$ cat src/rtl/motor_cmd_master_pkg.sv
// Shared constants and FSM encoding for the motor command master.
package motor_cmd_master_pkg;

  // Duty field width; keep in step with DUTY_CYCLE_SIZE in defines.v.
  localparam int DUTY_CYCLE_SIZE = 16;

  localparam int         NUM_MOTORS = 6;
  localparam int         LAST_MOTOR = NUM_MOTORS - 1;
  localparam logic [3:0] CTRL_BASE  = 4'h0;
  localparam logic [3:0] DUTY_BASE  = 4'h8;

  // Control register bit positions
  localparam int CTRL_ON_BIT  = 0;
  localparam int CTRL_DIR_BIT = 1;

  typedef enum logic [1:0] {
    ST_IDLE    = 2'd0,
    ST_DUTY_WR = 2'd1,
    ST_CTRL_WR = 2'd2,
    ST_STOP_WR = 2'd3
  } mst_state_e;

endpackage

$ cat src/rtl/motor_cmd_master_if.sv
// Command stream + Avalon-MM write bus between source, master and motor slave.
interface motor_cmd_master_if #(
  parameter int DUTY_W = motor_cmd_master_pkg::DUTY_CYCLE_SIZE
);
  // command stream
  logic              cmd_valid;
  logic              cmd_ready;
  logic [2:0]        cmd_motor;
  logic              cmd_on;
  logic              cmd_dir;
  logic [DUTY_W-1:0] cmd_duty;
  // Avalon-MM write side
  logic              chipselect;
  logic              write;
  logic [3:0]        address;
  logic [31:0]       writedata;
  logic              waitrequest;

  modport master (
    input  cmd_valid, cmd_motor, cmd_on, cmd_dir, cmd_duty, waitrequest,
    output cmd_ready, chipselect, write, address, writedata
  );

  modport slave (
    output cmd_valid, cmd_motor, cmd_on, cmd_dir, cmd_duty, waitrequest,
    input  cmd_ready, chipselect, write, address, writedata
  );
endinterface

$ cat src/rtl/motor_cmd_master_cmd_fifo.sv
// Small synchronous first-word-fall-through FIFO with flush and full/empty flags.
module cmd_fifo #(
  parameter int DEPTH = 4,   // power of 2, >= 2
  parameter int WIDTH = 8
) (
  input  logic             clk,
  input  logic             reset,
  input  logic             flush,
  input  logic             push,
  input  logic [WIDTH-1:0] din,
  input  logic             pop,
  output logic [WIDTH-1:0] dout,
  output logic             full,
  output logic             empty
);
  localparam int AW = $clog2(DEPTH);

  logic [WIDTH-1:0] mem_q [DEPTH];
  logic [AW-1:0]    wr_ptr_q, wr_ptr_d, rd_ptr_q, rd_ptr_d;
  logic [AW:0]      count_q, count_d;
  logic             do_push, do_pop;

  assign full  = (count_q == (AW+1)'(DEPTH));
  assign empty = (count_q == '0);
  assign dout  = mem_q[rd_ptr_q];

  // Pointer/count update; pointers wrap naturally because DEPTH is a power of 2.
  always_comb begin
    do_push  = push & ~full;
    do_pop   = pop & ~empty;
    wr_ptr_d = wr_ptr_q + AW'(do_push);
    rd_ptr_d = rd_ptr_q + AW'(do_pop);
    count_d  = count_q + (AW+1)'(do_push) - (AW+1)'(do_pop);
    if (flush) begin
      wr_ptr_d = '0;
      rd_ptr_d = '0;
      count_d  = '0;
    end
  end

  // Control state register
  always_ff @(posedge clk) begin
    if (reset) begin
      wr_ptr_q <= '0;
      rd_ptr_q <= '0;
      count_q  <= '0;
    end else begin
      wr_ptr_q <= wr_ptr_d;
      rd_ptr_q <= rd_ptr_d;
      count_q  <= count_d;
    end
  end

  // Storage; contents need no reset since count gates visibility.
  always_ff @(posedge clk) begin
    if (do_push && !flush) mem_q[wr_ptr_q] <= din;
  end

endmodule

$ cat src/rtl/motor_cmd_master.sv
// Avalon-MM write master: each queued command becomes a duty write then a
// control write; all-stop writes zero to every control register.
module motor_cmd_master import motor_cmd_master_pkg::*; #(
  parameter int FIFO_DEPTH = 4,
  parameter int DUTY_W     = DUTY_CYCLE_SIZE
) (
  input  logic                clk,
  input  logic                reset,
  motor_cmd_master_if.master  bus,
  input  logic                stop_req,
  output logic                cmd_err,
  output logic                stop_done,
  output logic                busy
);
  localparam int CW = 5 + DUTY_W;   // {motor[2:0], on, dir, duty}

  mst_state_e        state_q, state_d;
  logic [CW-1:0]     cur_q, cur_d;
  logic [2:0]        k_q, k_d;
  logic              stop_pending_q, stop_pending_d;
  logic              cmd_err_q, cmd_err_d;
  logic              stop_done_q, stop_done_d;

  logic              accept, legal, push, pop, flush, stop_now, stop_fin, xfer_done;
  logic              fifo_full, fifo_empty;
  logic [CW-1:0]     fifo_dout;
  logic [2:0]        cur_motor;
  logic              cur_on, cur_dir;
  logic [DUTY_W-1:0] cur_duty;

  assign cur_motor = cur_q[CW-1 -: 3];
  assign cur_on    = cur_q[DUTY_W+1];
  assign cur_dir   = cur_q[DUTY_W];
  assign cur_duty  = cur_q[DUTY_W-1:0];

  assign bus.cmd_ready = ~reset & ~fifo_full & ~stop_pending_q & (state_q != ST_STOP_WR);
  assign accept        = bus.cmd_valid & bus.cmd_ready;
  assign legal         = (bus.cmd_motor <= 3'(LAST_MOTOR));
  assign push          = accept & legal;
  // A request seen this cycle acts immediately so it beats a queued command.
  assign stop_now      = stop_pending_q | stop_req;
  assign xfer_done     = bus.write & ~bus.waitrequest;
  assign bus.chipselect = bus.write;
  assign busy          = ~fifo_empty | (state_q != ST_IDLE) | stop_pending_q;
  assign cmd_err       = cmd_err_q;
  assign stop_done     = stop_done_q;

  cmd_fifo #(.DEPTH(FIFO_DEPTH), .WIDTH(CW)) u_fifo (
    .clk   (clk),
    .reset (reset),
    .flush (flush),
    .push  (push),
    .din   ({bus.cmd_motor, bus.cmd_on, bus.cmd_dir, bus.cmd_duty}),
    .pop   (pop),
    .dout  (fifo_dout),
    .full  (fifo_full),
    .empty (fifo_empty)
  );

  // Next state and bus outputs; address/data come from registered state so
  // they hold while waitrequest stalls the transfer.
  always_comb begin
    state_d       = state_q;
    cur_d         = cur_q;
    k_d           = k_q;
    pop           = 1'b0;
    flush         = 1'b0;
    stop_fin      = 1'b0;
    bus.write     = 1'b0;
    bus.address   = '0;
    bus.writedata = '0;
    case (state_q)
      ST_IDLE: begin
        if (stop_now) begin
          state_d = ST_STOP_WR;
          k_d     = '0;
        end else if (!fifo_empty) begin
          pop     = 1'b1;
          cur_d   = fifo_dout;
          state_d = ST_DUTY_WR;
        end
      end
      ST_DUTY_WR: begin
        bus.write     = 1'b1;
        bus.address   = DUTY_BASE + {1'b0, cur_motor};
        bus.writedata = {{(32-DUTY_W){1'b0}}, cur_duty};
        if (xfer_done) begin
          // when stopping, this command's control write is dropped
          state_d = stop_now ? ST_STOP_WR : ST_CTRL_WR;
          k_d     = '0;
        end
      end
      ST_CTRL_WR: begin
        bus.write                   = 1'b1;
        bus.address                 = CTRL_BASE + {1'b0, cur_motor};
        bus.writedata[CTRL_ON_BIT]  = cur_on;
        bus.writedata[CTRL_DIR_BIT] = cur_dir;
        if (xfer_done) begin
          state_d = stop_now ? ST_STOP_WR : ST_IDLE;
          k_d     = '0;
        end
      end
      ST_STOP_WR: begin
        bus.write   = 1'b1;
        bus.address = CTRL_BASE + {1'b0, k_q};
        if (xfer_done) begin
          if (k_q == 3'(LAST_MOTOR)) begin
            flush    = 1'b1;
            stop_fin = 1'b1;
            state_d  = ST_IDLE;
          end else begin
            k_d = k_q + 3'd1;
          end
        end
      end
      default: state_d = ST_IDLE;
    endcase
  end

  // Side flags: stop latch, error and done pulses.
  always_comb begin
    stop_pending_d = stop_fin ? 1'b0 : (stop_pending_q | stop_req);
    cmd_err_d      = accept & ~legal;
    stop_done_d    = stop_fin;
  end

  // State registers
  always_ff @(posedge clk) begin
    if (reset) begin
      state_q        <= ST_IDLE;
      cur_q          <= '0;
      k_q            <= '0;
      stop_pending_q <= 1'b0;
      cmd_err_q      <= 1'b0;
      stop_done_q    <= 1'b0;
    end else begin
      state_q        <= state_d;
      cur_q          <= cur_d;
      k_q            <= k_d;
      stop_pending_q <= stop_pending_d;
      cmd_err_q      <= cmd_err_d;
      stop_done_q    <= stop_done_d;
    end
  end

endmodule

$ cat src/flat_wrapper.sv
// flat-port wrapper written by rule: the top's interface ports become plain ports
module motor_cmd_master_flat import motor_cmd_master_pkg::*;
#(
  parameter int FIFO_DEPTH = 4,
  parameter int DUTY_W     = DUTY_CYCLE_SIZE
)
  (clk, reset, stop_req, cmd_err, stop_done, busy, bus_cmd_valid, bus_cmd_motor, bus_cmd_on, bus_cmd_dir, bus_cmd_duty, bus_waitrequest, bus_cmd_ready, bus_chipselect, bus_write, bus_address, bus_writedata);
  motor_cmd_master_if #(.DUTY_W(DUTY_W)) bus_i ();
  input  logic clk;
  input  logic reset;
  input  logic stop_req;
  output logic cmd_err;
  output logic stop_done;
  output logic busy;
  input wire logic [$bits(bus_i.cmd_valid)-1:0] bus_cmd_valid;
  input wire logic [$bits(bus_i.cmd_motor)-1:0] bus_cmd_motor;
  input wire logic [$bits(bus_i.cmd_on)-1:0] bus_cmd_on;
  input wire logic [$bits(bus_i.cmd_dir)-1:0] bus_cmd_dir;
  input wire logic [$bits(bus_i.cmd_duty)-1:0] bus_cmd_duty;
  input wire logic [$bits(bus_i.waitrequest)-1:0] bus_waitrequest;
  output wire logic [$bits(bus_i.cmd_ready)-1:0] bus_cmd_ready;
  output wire logic [$bits(bus_i.chipselect)-1:0] bus_chipselect;
  output wire logic [$bits(bus_i.write)-1:0] bus_write;
  output wire logic [$bits(bus_i.address)-1:0] bus_address;
  output wire logic [$bits(bus_i.writedata)-1:0] bus_writedata;
  assign bus_i.cmd_valid = bus_cmd_valid;
  assign bus_i.cmd_motor = bus_cmd_motor;
  assign bus_i.cmd_on = bus_cmd_on;
  assign bus_i.cmd_dir = bus_cmd_dir;
  assign bus_i.cmd_duty = bus_cmd_duty;
  assign bus_i.waitrequest = bus_waitrequest;
  assign bus_cmd_ready = bus_i.cmd_ready;
  assign bus_chipselect = bus_i.chipselect;
  assign bus_write = bus_i.write;
  assign bus_address = bus_i.address;
  assign bus_writedata = bus_i.writedata;
  motor_cmd_master #(.FIFO_DEPTH(FIFO_DEPTH), .DUTY_W(DUTY_W)) u_core (.clk(clk), .reset(reset), .bus(bus_i), .stop_req(stop_req), .cmd_err(cmd_err), .stop_done(stop_done), .busy(busy));
endmodule
$ cat config.mk
export PLATFORM = sky130hd
export DESIGN_NAME = motor_cmd_master_flat
export DESIGN_NICKNAME = d
export VERILOG_FILES = /design/src/rtl/motor_cmd_master_pkg.sv /design/src/rtl/motor_cmd_master_if.sv /design/src/rtl/motor_cmd_master_cmd_fifo.sv /design/src/rtl/motor_cmd_master.sv /design/src/flat_wrapper.sv
export SDC_FILE = /design/constraint.sdc
export NUM_CORES = 1
export LEC_CHECK = 0
export CAP_MARGIN = 25
export CORE_ASPECT_RATIO = 0.6
export CORE_MARGIN = 2
export CORE_UTILIZATION = 55
export DETAILED_ROUTE_END_ITERATION = 10
export DONT_BUFFER_PORTS = 1
export HOLD_SLACK_MARGIN = 0.1
export PLACE_DENSITY = 0.75
export SYNTH_ARGS = -nofsm -noshare
export SYNTH_HDL_FRONTEND = slang
export SYNTH_SLANG_ARGS = --single-unit
$ cat constraint.sdc
create_clock -name clk -period 7.48 [get_ports clk]
set_input_delay 1.496 -clock clk [delete_from_list [all_inputs] [get_ports clk]]
set_output_delay 1.496 -clock clk [all_outputs]
set_load 0.005 [all_outputs]
# ---- Word level (Yosys, flattened, before mapping)
# Memories as Yosys holds them, arrays and structs flattened. A register that Yosys moved wholly into a read port is not among the register bits.
# Cells that the tools add are included.
dict set report totals {
  mem_bits_ro 0
  output_inout_bits 42
  in_bits 26
  latch_bits 0
  mem_bits_rw 84
  regBits 15
  n_memories 1
  elab_cells 86
}
dict set report op_classes {
  multipliers 0
  bitwise 19
  eq_ne 14
  mux 26
  n_div 0
  order_cmp 1
  reduce_logical 11
  n_shift 0
  addsub 6
}
# memory words width read_ports rd_clocked_by_memory_dff write_ports line
set mem_list {}
lappend mem_list {u_core.u_fifo.mem_q 4 21 1 1 1 motor_cmd_master_cmd_fifo.sv:18} ;# logic [WIDTH-1:0] mem_q [DEPTH];
# operator n
set op_table {}
lappend op_table {{14-bit 2-to-1 mux} 1}
lappend op_table {{2-bit 2-to-1 mux} 7}
lappend op_table {{3-bit 2-to-1 mux} 4}
lappend op_table {{2-bit by 1-bit inequality test with 1-bit output, second input constant} 6}
lappend op_table {{4-bit one-hot mux with 3 select lines} 1}
lappend op_table {{1-bit 2-to-1 mux} 10}
lappend op_table {{1-bit AND} 9}
lappend op_table {{3-bit one-hot mux with 3 select lines} 1}
lappend op_table {{2-bit one-hot mux with 4 select lines} 1}
lappend op_table {{1-bit NOT} 7}
lappend op_table {{3-bit == test, second input constant} 2}
lappend op_table {{5-bit AND reduction} 1}
lappend op_table {{2-bit by 1-bit adder with 2-bit output} 2}
lappend op_table {{4-bit by 3-bit adder with 4-bit output, first input constant} 1}
lappend op_table {{2-bit == test, second input constant} 2}
lappend op_table {{2-bit inequality test, second input constant} 2}
lappend op_table {{2-bit one-hot mux with 2 select lines} 1}
lappend op_table {{4-bit AND reduction} 1}
lappend op_table {{2-bit OR reduction} 2}
lappend op_table {{3-bit by 1-bit adder with 3-bit output} 1}
lappend op_table {{3-bit by 1-bit adder with 3-bit output, second input constant} 1}
lappend op_table {{3-bit <= comparator, second input constant} 1}
lappend op_table {{3-bit logical NOT} 1}
lappend op_table {{3-bit by 2-bit inequality test with 1-bit output, second input constant} 1}
lappend op_table {{other kinds (9)} 11}

# ---- Depth between registers and ports, before layout
dict set report depth {
  ltp_word 11
  ltp_mapped 14
}

# ---- Hierarchy
# From an unflattened synthesis, not the netlist that was laid out.
dict set report unflattened {
  cells_unflattened 349
  area_unflattened_um2 5011.1
}
# mod n_inst cells_each area_per_inst_um2 seq_area_each_um2
set by_module_without_submodules {}
lappend by_module_without_submodules {cmd_fifo 1 149 3462.1 2662.6}
lappend by_module_without_submodules {motor_cmd_master 1 200 1549.0 580.6}

# ---- Worst setup path after synthesis
# No wires, ideal clock.
dict set report synth_timing {
  path_type {input to register}
  from {input port reset}
  to {memory u_core.u_fifo.mem_q[0][0] (netlist bit) (enable)}
  path_slack_ns 3.518
  path_stages 3
  arrival_ns 3.537
  required_ns 7.054
  n_path_buf 0
  cell_sequence {a2111oi_4 -> nand3_2 -> nor3_1}
}
dict set report synth_between {
  elab_chain_len 10
}
# item line
set synth_lines {}
lappend synth_lines {{start, declared} flat_wrapper.sv:10} ;# input logic reset;
lappend synth_lines {{1-bit NOT} motor_cmd_master.sv:36} ;# assign bus.cmd_ready = ~reset & ~fifo_full & ~stop_pending_q & (state_q != ST_STOP_WR);
lappend synth_lines {{1-bit AND (3 in a row)} motor_cmd_master.sv:36}
lappend synth_lines {{1-bit AND} motor_cmd_master.sv:37} ;# assign accept = bus.cmd_valid & bus.cmd_ready;
lappend synth_lines {{1-bit AND} motor_cmd_master.sv:39} ;# assign push = accept & legal;
lappend synth_lines {{1-bit AND} motor_cmd_master_cmd_fifo.sv:29} ;# do_push = push & ~full;
lappend synth_lines {{1-bit logical AND} motor_cmd_master_cmd_fifo.sv:56} ;# if (do_push && !flush) mem_q[wr_ptr_q] <= din;
lappend synth_lines {{1-bit 2-to-1 mux} motor_cmd_master_cmd_fifo.sv:56}
lappend synth_lines {{1-bit 2-to-1 mux (implied by the code)} motor_cmd_master_cmd_fifo.sv:56}
lappend synth_lines {{end, declared} motor_cmd_master_cmd_fifo.sv:18}
# No other way between the ends.

# ---- Worst setup path in the final report
dict set report layout_timing {
  from {register u_core.state_q[1]}
  to {output port bus_address[1]}
}
dict set report layout_between {
  elab_chain_len 2
  word_cells_on_any_way 4
  cone_classes {eq/ne: 3; mux: 1}
}
# item line
set layout_lines {}
lappend layout_lines {{start, declared} motor_cmd_master.sv:17} ;# mst_state_e state_q, state_d;
lappend layout_lines {{start signal, assigned} motor_cmd_master.sv:137} ;# state_q <= state_d;
lappend layout_lines {{2-bit == test / 2-bit by 1-bit == test with 1-bit output (equally long branches)} motor_cmd_master.sv:72} ;# case (state_q)
lappend layout_lines {{4-bit one-hot mux with 3 select lines (*)} motor_cmd_master.sv:72}
lappend layout_lines {{end, declared} flat_wrapper.sv:24} ;# output wire logic [$bits(bus_i.address)-1:0] bus_address;
# Every way passes the cells marked *; elsewhere a longest branch is shown, timed or not.

==> qor.txt <==
Total CTS buffers = 17
Filler instances = 576
Post-Syn Area per Cell = 14.2 sq um
Buffers on Ports = 0
Post-CTS setup buffer count = 0
Die W = 127 microns
Via count = 2747
H-tree levels = 4
Synth unique cells = 44
Dpl ws = 3.59 ns
Nets = 397
Largest net degree at the start of global routing = 32
Die Ht = 77.6 microns
Row cnt = 26
Hold Crit Class = reg -> reg
Post-synth EDFFs = 84
Outcome = finished, final reports clean
Dpl hpwl = 5970 microns
WP buf/inv = 1
Clock skew = 0.0129 ns
TNS Setup = 0 ns
Boundary Pins = 68
Reg2reg start = u_core.state_q[0]$_SDFFE_PP0P_
Critical Path AT = 2.08 ns
CP peak stage delay = 0.68 ns
Critical-path maximum fanout = 22
P_sw = 0.000459 W
Gate Count Post-Synth = 350
Endpoint class of the critical path = output port
PwrDens = 334 nW/um^2
Slew HR = 47.4%
Final worst slack = 3.90 ns
Peak supply drop = 261 uV
Number of antenna-violating nets in the routed design = 0
Routability cong. = 0.795
Final WL = 9430 microns
Syn. warnings = 0
Crit-path leading delay family = adder cells
Ys flop type = edfxtp_1
Die Area = 9820 sq um
Post-CTS resize count = 0
Worst Path Class, Setup = reg -> out
LEAKAGE = 1.91 nW
RSZ-0062 raised after global routing = false
Tot GR Track Use = 21.1%
Hold Violations, Final = 0
Share of post-route cells with drive strength above 1 = 18.8%
Flops & latches, synth = 120
Worst skew pair latency = 0.41 ns
CP Cell Sequence = inv_1 > ha_1 > o21ai_0 > a21oi_1
Initial drt markers = 328
Post-synthesis async set-or-reset flop share = 0%
Most frequent cells in the layout = edfxtp_1 (84), nand2_1 (50), dfxtp_1 (36), a21oi_1 (31), mux4_2 (21)
Commonest non-fill, non-tap cell in the layout = edfxtp_1
Slew @ Worst Pin = 0.789 ns
Clock power frac = 44.6%
Combinational share of power = 14.3%
Hold Startpoint = u_core.cur_q[3]$_SDFFE_PP0N_
Max cap viols = 0
Tmin final = 3.58 ns
Global-route wire length before repair = 15100 microns
CTS max path bufs = 2
Clock sinks = 120
Sequential Power Share = 41.1%
Cell Area, Synth = 4960 sq um
CP Launch Point = u_core.state_q[1]$_SDFFE_PP0P_
Vias/cell = 5.68
Data required, critical path = 5.98 ns
GR Overflow Total = 0
CTS tree = done
Post-CTS Hold Fix Bufs = 0
Drt pass-1 iters = 4
# DRC = 0
Final max-slew violation count = 0
Synthesis-to-layout area growth = 14.0%
Routed wire per std cell = 19.5 microns
Achievable Freq = 0.280 GHz
Tcrit/Tclk final = 47.8%
Crit-path slowest cell = ha_1
Root Buffer = clkbuf_16
Reg clk slew, reported paths = 0.05 ns
Sw Share = 24.3%
Internal power = 0.00143 W
Initial Utilization = 57.5%
Sequential area share after synthesis = 65.4%
Core ar. = 8620 sq um
Startpoint types = flop
Diodes inserted = 0
Initial antenna violation count = 0
Vias in the first global route = 2721
Setup violations, final = 0
==> final cells by class <==
class | instances | area, sq um | area share (%)
timing repair buffer | 6 | 65.1 | 1.15
tap | 112 | 140 | 2.48
clock inverter | 9 | 149 | 2.63
clock buffer | 23 | 468 | 8.27
inverter | 10 | 37.5 | 0.664
sequential | 120 | 3240 | 57.3
multi-input combinational | 204 | 1550 | 27.5
==> final timing paths <==
kind	to	slack [ns]	depth (start not counted)
max	bus_address[1]	3.90	4
min	u_core.cur_q[3]$_SDFFE_PP0N_	0.45	2
max reg2reg	u_core.u_fifo.count_q[2]$_SDFF_PP0_	4.33	13
min reg2reg	u_core.cur_q[3]$_SDFFE_PP0N_	0.45	2
==> flip-flops by register name, summed over array words and instances (netlist names) <==
register and cells:
u_core.cur_q 21, u_core.stop_done 1, u_core.k_q 3, u_core.cmd_err 1, u_core.u_fifo.count_q 3, u_core.u_fifo.rd_ptr_q 2, u_core.stop_pending_q 1, u_core.state_q 2
u_core.u_fifo.wr_ptr_q 2, u_core.u_fifo.mem_q 84
==> synthesized netlist by cell type, types with 2 or more instances <==
| cell | instances | area (sq um) |
|---|---|---|
| a21oi_1 | 31 | 155 |
| a22oi_1 | 2 | 15.0 |
| a311oi_2 | 2 | 30.0 |
| and2_1 | 17 | 106 |
| buf_2 | 3 | 15.0 |
| buf_4 | 21 | 158 |
| clkbuf_1 | 6 | 22.5 |
| dfxtp_1 | 36 | 721 |
| edfxtp_1 | 84 | 2520 |
| ha_1 | 11 | 138 |
| inv_1 | 9 | 33.8 |
| mux4_2 | 21 | 473 |
| nand2_1 | 50 | 188 |
| nand3b_1 | 2 | 15.0 |
| nor2_1 | 13 | 48.8 |
| nor2b_1 | 2 | 12.5 |
| nor3_1 | 6 | 30.0 |
| o21ai_0 | 4 | 20.0 |
| o21ai_1 | 2 | 10.0 |
| or3b_1 | 2 | 17.5 |
| xnor2_1 | 3 | 26.3 |
==> metrics by stage <==
stage	utilization [%]	cells	hold slack, ns	instance area, sq um	total power, W
6_report	65.6	484	0.445	5660	0.00189
5_1_grt	65.6	484	0.463	5660	0.00197
4_1_cts	65.6	484	0.445	5660	0.00191
3_5_place_dp	58.4	452	0.438	5040	0.00106
3_3_place_gp	58.1	451	0.434	5010	0.00105
2_1_floorplan	-	365	0.432	5020	0.00102
==> logic make-up (layout without fill, tap and decap cells) <==
kind of cell               after synthesis  after routing  synth area share, %
other                                    1             16               0.0756
DFF                                    120            120                 65.4
buffers and inverters                   41             48                 4.77
adders and majority gates               12             12                 3.18
muxes                                   21             21                 9.53
AOI/OAI and AO/OA                       49             49                 6.41
and+or+nand+nor                        102            102                 9.96
xor gates and xnor gates                 4              4                0.706
==> power groups by stage <==
stage	clock [W]	sequential, W	combinational [W]
floorplan	0	0.000782	0.000233
global placement	0	0.000787	0.000262
detailed placement	0	0.000789	0.000269
CTS	0.000859	0.000776	0.000272
global route	0.000883	0.000780	0.000302
finish	0.000843	0.000777	0.000271
==> per-layer routing <==
| metal | track usage (%) | vias up | wire length, microns |
|---|---|---|---|
| met4 | 7.36 | 0 | 74 |
| met5 | 0 | - | 0 |
| met3 | 9.86 | 8 | 901 |
| met1 | 27.9 | 1364 | 4070 |
| li1 | - | 1269 | - |
| met2 | 30.9 | 106 | 4380 |
==> worst reg2reg max path: stages (launching register included) <==
cell,delay (ns)
dfxtp_1,0.36
inv_1,0.13
ha_1,0.23
nor3b_2,0.29
nand2_2,0.32
inv_2,0.46
ha_1,0.31
inv_1,0.06
ha_1,0.13
inv_1,0.05
fa_1,0.37
xor2_1,0.18
xnor2_1,0.13
nor2_1,0.05
No activity file was read; power rests on OpenSTA's default activity.
